==> config.mk <==
export PLATFORM = sky130hd
export DESIGN_NAME = decomp_fetch_seq
export DESIGN_NICKNAME = d
export VERILOG_FILES = /design/src/rtl/decomp_fetch_seq.sv
export SDC_FILE = /design/constraint.sdc
export NUM_CORES = 1
export LEC_CHECK = 0
export ABC_CLOCK_PERIOD_IN_PS = 3500
export CORE_ASPECT_RATIO = 1.2
export CORE_UTILIZATION = 49
export DETAILED_ROUTE_END_ITERATION = 7
export GPL_TIMING_DRIVEN = 0
export PLACE_DENSITY = 0.82
export SLEW_MARGIN = 10
export SYNTH_ARGS = -nofsm -noshare
export SYNTH_HDL_FRONTEND = slang
export SYNTH_SLANG_ARGS = --single-unit
==> constraint.sdc <==
create_clock -name clk -period 3.5 [get_ports clk]
set_input_delay 0.7 -clock clk [delete_from_list [all_inputs] [get_ports clk]]
set_output_delay 0.7 -clock clk [all_outputs]
set_load 0.01 [all_outputs]
==> src/rtl/decomp_fetch_seq.sv <==
// Fetch sequencer for the instruction decompressor: tracks the compressed PC, expands token
// instructions into table entries one CPU fetch at a time, and shares the table port with loads.
module decomp_fetch_seq #(
  parameter int unsigned           WIDTH      = 32,
  parameter int unsigned           ENC_LEN    = 4,
  parameter logic [ENC_LEN-1:0]    OPCODE     = 4'b1111,
  parameter logic [WIDTH-1:0]      PCADD      = 32'd4,
  parameter int unsigned           TBL_AW     = 7,
  parameter int unsigned           STARVE_LIM = 8
) (
  input  logic              clk,
  input  logic              reset,
  input  logic              fetch_req,
  input  logic [WIDTH-1:0]  pc_cpu,
  output logic [WIDTH-1:0]  instr_out,
  output logic              instr_valid,
  output logic              mem_rd,
  output logic [WIDTH-1:0]  mem_addr,
  input  logic              mem_valid,
  input  logic [WIDTH-1:0]  mem_data,
  output logic              tbl_rd,
  output logic              tbl_we,
  output logic [TBL_AW-1:0] tbl_addr,
  output logic [WIDTH-1:0]  tbl_wdata,
  input  logic [WIDTH-1:0]  tbl_data,
  input  logic              wr_req,
  input  logic [TBL_AW-1:0] wr_addr,
  input  logic [WIDTH-1:0]  wr_data,
  output logic              wr_ack,
  output logic              expanding
);

  localparam int unsigned SW = (STARVE_LIM < 1) ? 1 : $clog2(STARVE_LIM + 1);

  typedef enum logic [1:0] {StIdle, StMemWait, StTblWait, StExpHold} state_e;

  state_e             state_q, state_d;
  logic [WIDTH-1:0]   cpc_q, cpc_d;
  logic [WIDTH-1:0]   exp_pc_q, exp_pc_d;
  logic [TBL_AW-1:0]  tok_base_q, tok_base_d;
  logic [1:0]         idx_q, idx_d;
  logic [1:0]         rem_q, rem_d;
  logic [SW-1:0]      starve_q, starve_d;
  logic [WIDTH-1:0]   instr_out_q, instr_out_d;
  logic               instr_valid_q, instr_valid_d;
  logic               exp_q, exp_d;
  logic               wr_ack_q;
  logic               wr_arm_q, wr_arm_d;
  logic [WIDTH-1:0]   tbl_wdata_q;

  logic               seq, req, starved, wr_win, blocked;
  logic               mem_is_tok;
  logic [1:0]         mem_cnt1;
  logic [TBL_AW-1:0]  mem_base;

  assign seq        = (pc_cpu == exp_pc_q);
  // The delivery cycle still has the old request on the bus; it must not be re-accepted.
  assign req        = fetch_req & ~instr_valid_q & ~reset;
  assign starved    = (starve_q >= SW'(STARVE_LIM));
  // A write is only granted once its data has been captured into tbl_wdata_q.
  assign wr_win     = wr_arm_q & wr_req & (~fetch_req | starved);
  assign mem_is_tok = (mem_data[WIDTH-1 -: ENC_LEN] == OPCODE);
  assign mem_cnt1   = mem_data[WIDTH-ENC_LEN-1 -: 2];
  assign mem_base   = mem_data[TBL_AW-1:0];

  always_comb begin
    state_d       = state_q;
    cpc_d         = cpc_q;
    exp_pc_d      = exp_pc_q;
    tok_base_d    = tok_base_q;
    idx_d         = idx_q;
    rem_d         = rem_q;
    instr_out_d   = instr_out_q;
    instr_valid_d = 1'b0;
    exp_d         = exp_q;
    mem_rd        = 1'b0;
    mem_addr      = '0;
    tbl_rd        = 1'b0;
    tbl_we        = 1'b0;
    tbl_addr      = '0;

    unique case (state_q)
      StIdle: begin
        // Held through the final entry's delivery cycle, dropped after it.
        exp_d = 1'b0;
        if (wr_win) begin
          tbl_we   = 1'b1;
          tbl_addr = wr_addr;
        end else if (req) begin
          mem_rd   = 1'b1;
          mem_addr = seq ? cpc_q : pc_cpu;
          if (!seq) cpc_d = pc_cpu;
          exp_pc_d = pc_cpu + PCADD;
          state_d  = StMemWait;
        end
      end
      StMemWait: begin
        if (mem_valid) begin
          if (mem_is_tok) begin
            tbl_rd     = 1'b1;
            tbl_addr   = mem_base;
            tok_base_d = mem_base;
            idx_d      = 2'd1;
            rem_d      = mem_cnt1;
            exp_d      = 1'b1;
            state_d    = StTblWait;
          end else begin
            instr_out_d   = mem_data;
            instr_valid_d = 1'b1;
            cpc_d         = cpc_q + PCADD;
            state_d       = StIdle;
          end
        end
      end
      StTblWait: begin
        instr_out_d   = tbl_data;
        instr_valid_d = 1'b1;
        if (rem_q == 2'd0) begin
          cpc_d   = cpc_q + PCADD;
          state_d = StIdle;
        end else begin
          state_d = StExpHold;
        end
      end
      StExpHold: begin
        if (wr_win) begin
          tbl_we   = 1'b1;
          tbl_addr = wr_addr;
        end else if (req && seq) begin
          tbl_rd   = 1'b1;
          tbl_addr = tok_base_q + TBL_AW'(idx_q);
          idx_d    = idx_q + 2'd1;
          rem_d    = rem_q - 2'd1;
          exp_pc_d = pc_cpu + PCADD;
          state_d  = StTblWait;
        end else if (req) begin
          // Branch out of the token: abandon the remaining entries.
          exp_d    = 1'b0;
          cpc_d    = pc_cpu;
          mem_rd   = 1'b1;
          mem_addr = pc_cpu;
          exp_pc_d = pc_cpu + PCADD;
          state_d  = StMemWait;
        end
      end
    endcase
  end

  always_comb begin
    blocked  = wr_req & fetch_req & ~tbl_we & ~wr_ack_q;
    wr_arm_d = wr_req & ~tbl_we & ~wr_ack_q;
    starve_d = starve_q;
    if (wr_ack_q) begin
      starve_d = '0;
    end else if (blocked && !starved) begin
      starve_d = starve_q + SW'(1);
    end
  end

  always_ff @(posedge clk) begin
    if (reset) begin
      state_q       <= StIdle;
      cpc_q         <= '0;
      exp_pc_q      <= '0;
      tok_base_q    <= '0;
      idx_q         <= '0;
      rem_q         <= '0;
      starve_q      <= '0;
      instr_out_q   <= '0;
      instr_valid_q <= 1'b0;
      exp_q         <= 1'b0;
      wr_ack_q      <= 1'b0;
      wr_arm_q      <= 1'b0;
      tbl_wdata_q   <= '0;
    end else begin
      state_q       <= state_d;
      cpc_q         <= cpc_d;
      exp_pc_q      <= exp_pc_d;
      tok_base_q    <= tok_base_d;
      idx_q         <= idx_d;
      rem_q         <= rem_d;
      starve_q      <= starve_d;
      instr_out_q   <= instr_out_d;
      instr_valid_q <= instr_valid_d;
      exp_q         <= exp_d;
      wr_ack_q      <= tbl_we;
      wr_arm_q      <= wr_arm_d;
      if (wr_req && !tbl_we && !wr_ack_q) tbl_wdata_q <= wr_data;
    end
  end

  assign instr_out   = instr_out_q;
  assign instr_valid = instr_valid_q;
  assign wr_ack      = wr_ack_q;
  assign expanding   = exp_q;
  assign tbl_wdata   = tbl_wdata_q;

endmodule
# Word level (Yosys, flattened, before mapping)
# Cells that the tools add are included.
totals:
  wordCells: 141
  inputBits: 140
  output_inout_bits: 109
  regBits: 149
classes:
  mux: 69
  n_reduce_logical: 22
  n_addsub: 6
  n_eq_ne: 15
  n_lt_le_gt_ge: 1
  n_bitwise: 15
op_table:
  columns: ["op", "count"]
  rows:
  - ["$mux W32", 20]
  - ["$pmux W32 S2", 3]
  - ["$pmux W32 S4", 1]
  - ["$add A32 B3 Y32 const B", 2]
  - ["$mux W7", 5]
  - ["$eq A32 B32 Y1", 1]
  - ["$mux W2", 15]
  - ["$pmux W7 S3", 1]
  - ["$ne A2 B2 Y1 const B", 10]
  - ["$mux W1", 17]
  - ["$reduce_and A3 Y1", 4]
  - ["$and A1 B1 Y1", 9]
  - ["$pmux W2 S2", 2]
  - ["$pmux W2 S4", 1]
  - ["$reduce_and A8 Y1", 1]
  - ["$add A7 B2 Y7", 1]
  - ["$pmux W1 S2", 3]
  - ["$reduce_and A6 Y1", 1]
  - ["$reduce_bool A2 Y1", 3]
  - ["$not A1 Y1", 5]
  - ["$reduce_and A5 Y1", 1]
  - ["$add A4 B1 Y4 const B", 1]
  - ["$eq A2 B2 Y1 const B", 2]
  - ["$eq A4 B4 Y1 const B", 1]
  - ["other kinds (11)", 18]

# Depth between registers and ports, before layout
logic_depth:
  depth_word: 9
  mapped_depth: 10
  mapped_depth_nobuf: 8

# Least setup slack after synthesis
# OpenSTA, ideal clock, no wires.
synth_timing:
  path_kind: "in2out"
  start: "input port pc_cpu[24]"
  end: "output port mem_addr[24]"
  path_slack_ns: 0.165
  arrival_ns: 2.635
  stages: 10
  n_path_buf: 4
  path_cell_list: "buf_2 -> xnor2_2 -> nand4_1 -> or4_1 -> buf_2 -> nor3_1 -> buf_2 -> buf_2 -> a22oi_1 -> nor2_1"
synth_between:
  elab_chain_len: 5
  elab_cells_between_ends: 9
synth_rtl:
  columns: ["element", "line", "rtl"]
  rows:
  - ["from (decl)", "14", "input logic [WIDTH-1:0] pc_cpu,"]
  - ["$eq A32 B32 Y1", "56", "assign seq = (pc_cpu == exp_pc_q);"]
  - ["$mux W32 or $logic_and A1 B1 Y1 (tied branches)", null, null]
  - ["$mux W32 (on tied branches)", "89, 129", null]
  - ["$mux W32 (on tied branches)", "86, 126", null]
  - ["$pmux W32 S2 *", "82", "unique case (state_q)"]
  - ["to (decl)", "18", "output logic [WIDTH-1:0] mem_addr,"]
# Mark *: on every way between the ends. The rest lies on a longest branch, timed or not.

# Worst setup path in the final report
layout_timing:
  start: "input port pc_cpu[16]"
  end: "output port tbl_addr[0]"
layout_between:
  elab_chain_len: 5
layout_rtl:
  columns: ["element", "line", "rtl"]
  rows:
  - ["$eq A32 B32 Y1", "56", null]
  - ["$logic_and A1 B1 Y1", "129", "end else if (req && seq) begin"]
  - ["$mux W7", "129", null]
  - ["$mux W7", "126", "if (wr_win) begin"]
  - ["$pmux W7 S3", "82", null]
  - ["to (decl)", "23", "output logic [TBL_AW-1:0] tbl_addr,"]
# No other way between the ends.

==> impl_metrics.yaml <==
cells_and_area:
  fin_nets: 1543
  antenna-diode-count: 0
  final_common_cell: "clkdlybuf4s50_1"
  fillers: 1305
  layout-drive-gt1-share_pct: 16.7
  finish.utilization_pct: 73.4
  areaGrowthSynthToFinish_pct: 44.7
  layout_common_cells: "clkdlybuf4s50_1 (173), dfxtp_1 (146), nand2_1 (133)"
sta:
  finalSetupViolations: 6
  skew_ns: 0.0101
  hold_slack_ns: 0.453
  final-max-slew-violation-count: 0
  fin_ws_ns: -0.0646
  rsz0062_at_grt: "yes"
  finalHoldViolCount: 0
  tightest_slew_ns: 1.36
  period_share_pct: 102
  maxSlewHeadroom_pct: 8.63
  max_freq_ghz: 0.281
  fin_crit_ns: 3.56
worst_setup_path:
  rr_endpoint: "cpc_q[6]"
  setup.worst_path.start: "pc_cpu[16]"
  crit_type: "in -> out"
  r2r_setup_slack_ns: 0.64
  start_kind: "input pin"
  worst-endpoint-arrival_ns: 2.86
  r2r_start: "exp_pc_q[23]"
  worstPathRequired_ns: 2.80
  critPathCaptureType: "primary output"
  crit_fanout: 7
  r2r_cells: 9
  endpoint: "tbl_addr[0]"
yosys:
  yosysTopAreaCellShare_pct: 34.5
  synth-seq-area-share_pct: 34.5
  async_flop_share_pct: 0
  synth-warning-count: 0
  synth_nets: 1247
  ys.flop_type: "dfxtp_1"
  synth_simple_gate_area_share_pct: 21.7
  ys_ff_latch: 149
  synth_area_leaders: "dfxtp_1 (35%), nand2_1 (5.9%), a211oi_1 (5.8%), nor2_1 (5.7%), xnor2_1 (5.4%)"
  synth_area_leader_cell: "dfxtp_1"
  synth_top_family_by_area: "compound AO/OA/AOI/OAI gates"
  syn_area_sq_mm: 0.00864
  synth_fa_ha_area_share_pct: 1.82
  synth-compound-area-share_pct: 23.1
  synth_edf_count: 0
  avgSynthCellArea_sq_um: 7.89
  synthMuxAreaShare_pct: 4.05
  synth_xor_area_share_pct: 8.41
  yosysUniqueCellTypes: 63
  synthCells: 1095
floorplan:
  rows: 52
  start_util_pct: 50.7
  die_w_um: 123
  io_pins: 249
  fp.dieH_um: 148
  core-area_sq_mm: 0.0170
  dieArea_sq_mm: 0.0182
route:
  via_per_inst: 6.32
  drc: 1
  dr.pass1.iters: 8
  drtIter0Drc: 1104
  route.detailed.wl_per_inst_um: 22.1
  vias: 10200
  totalWireLength_um: 35700
  postRouteAntennaNets: 0
status:
  status: "finished with violations"
  violations: "design-rule violations, negative setup slack"
cts:
  numCtsBuffers: 17
  cts-root-buf: "clkbuf_16"
  cts.sinks: 149
  insertion_delay_ns: 0.44
  cts_hold_buf: 0
  clk_path_buf_depth: 2
  clkTransAtPathRegs_ns: 0.06
  cts_tree: "built"
  htree_levels: 4
global_routing:
  grt_pass1_wl_um: 52700
  antenna_found_initial: 0
  first_global_vias: 9599
  grt_usage_pct: 38.2
  grt_max_degree: 17
  overflow: 0
pwr:
  peakVddDrop_mv: 0.337
  p_sw_share_pct: 29.6
  power_switching_w: 0.00144
  intPower_w: 0.00343
  total_power_w: 0.00488
  p_clk_share_pct: 39.0
  power.leakage_nw: 4.65
  pwr-share-comb_pct: 21.4
  p_seq_share_pct: 39.6
  power_density_mw_per_mm2: 390
placement:
  gp_congestion: 0.977
  place_hpwl_um: 24700
  numPortBuffers: 232
run:
  drv_cap: 0
hold_path:
  hp-class: "reg -> reg"
==> flip-flops by register name (all words and copies together) (netlist names), 4 cells and up <==
register	flops
tbl_wdata	32
tok_base_q	7
cpc_q	32
instr_out	32
starve_q	4
exp_pc_q	32
==> cell type report <==
type	count	area, sq um	area share (%)
Timing Repair Buffer	281	2530	20.2
Clock inverter	11	151	1.21
Buffer	88	503	4.02
Inverter	28	105	0.840
Clock buffer	21	440	3.52
Sequential cell	149	2990	23.9
Tap cell	216	270	2.16
Multi-Input combinational cell	826	5520	44.1
==> kinds of logic after synthesis <==
family | Yosys count
fa+ha+maj | 12
buf+inv | 120
compound gates | 292
flops | 149
simple gates | 410
mux | 35
xor+xnor | 77
==> worst max-delay path: stages <==
cell	delay, ns
buf_12	0.12
xnor2_4	0.21
nand4_1	0.20
or4_4	0.66
buf_6	0.17
nor4_4	0.29
nand3_1	0.14
a31oi_1	0.19
buf_2	0.18
==> repair_timing <==
item,4_1_cts,5_1_grt
cloned,1,1
pin swaps,27,38
resized for setup,282,93
endpoints found under the setup margin,52,41
buffers inserted,33,13
==> how the worst min path moves through the flow <==
| stage | start | to | slack, ns | cells after the start |
|---|---|---|---|---|
| floorplan | tok_base_q[0] | tok_base_q[0] | 0.44 | 2 |
| global placement | tbl_wdata[27] | tbl_wdata[27] | 0.44 | 2 |
| detailed placement | tbl_wdata[19] | tbl_wdata[19] | 0.45 | 2 |
| CTS | tbl_wdata[28] | tbl_wdata[28] | 0.45 | 2 |
| global route | tbl_wdata[25] | tbl_wdata[25] | 0.47 | 2 |
| finish | tbl_wdata[28] | tbl_wdata[28] | 0.45 | 2 |
==> per-layer routing <==
layer	track usage, %	vias up	routed length, um
met5	0	-	0
met4	25.1	0	2470
met3	10.5	198	4310
met2	60.8	783	16300
met1	44.6	4702	12600
li1	-	4556	-
==> power by group through the flow <==
stage                     Sequential [W]  Clock, W  Combinational [W]
after floorplan                  0.00195         0           0.000473
after global placement           0.00195         0           0.000926
after detailed placement         0.00195         0           0.000943
after CTS                        0.00192   0.00190           0.000976
after global routing             0.00194   0.00198            0.00111
final                            0.00193   0.00190            0.00104
==> cell usage after synthesis (2+ instances only) <==
master and count:
nand3_1 30, xnor2_1 53, nand2_1 136, buf_1 2, ha_1 11, a22oi_1 40
o31ai_1 2, o21a_1 2, buf_2 15, a41oi_1 3, a21oi_1 79, a221oi_1 5
a211oi_1 67, a311oi_1 10, o221a_1 3, nor3_1 26, or4_1 3, nor2b_1 3
mux2i_1 35, a21o_1 4, xnor2_2 7, a31oi_1 15, nor2_1 131, clkbuf_1 64
nand4_1 30, a222oi_1 4, o21ai_0 24, nor4_1 15, a32oi_1 2, a21boi_0 3
o21ai_1 2, nand2b_1 4, o311ai_0 4, dfxtp_1 149, o211ai_1 3, and4_1 4
o2bb2ai_1 10, inv_1 28, xor2_1 17, and2_1 4, buf_6 10, or2_0 2
or2_2 2, and3_1 13
==> metrics by stage <==
| step | area [sq um] | setup slack (ns) | TNS, ns | instances |
|---|---|---|---|---|
| after detailed placement | 11300 | -1.43 | -62.62 | 1545 |
| after global routing | 12500 | -0.120 | -0.968 | 1620 |
| after global placement | 11200 | -1.71 | -75.44 | 1543 |
| final | 12500 | -0.0646 | -0.113 | 1620 |
| after floorplan | 8640 | 0.165 | 0 | 1095 |
| after CTS | 12200 | 0.00153 | 0 | 1609 |
Power figures use the tool's default switching activity.
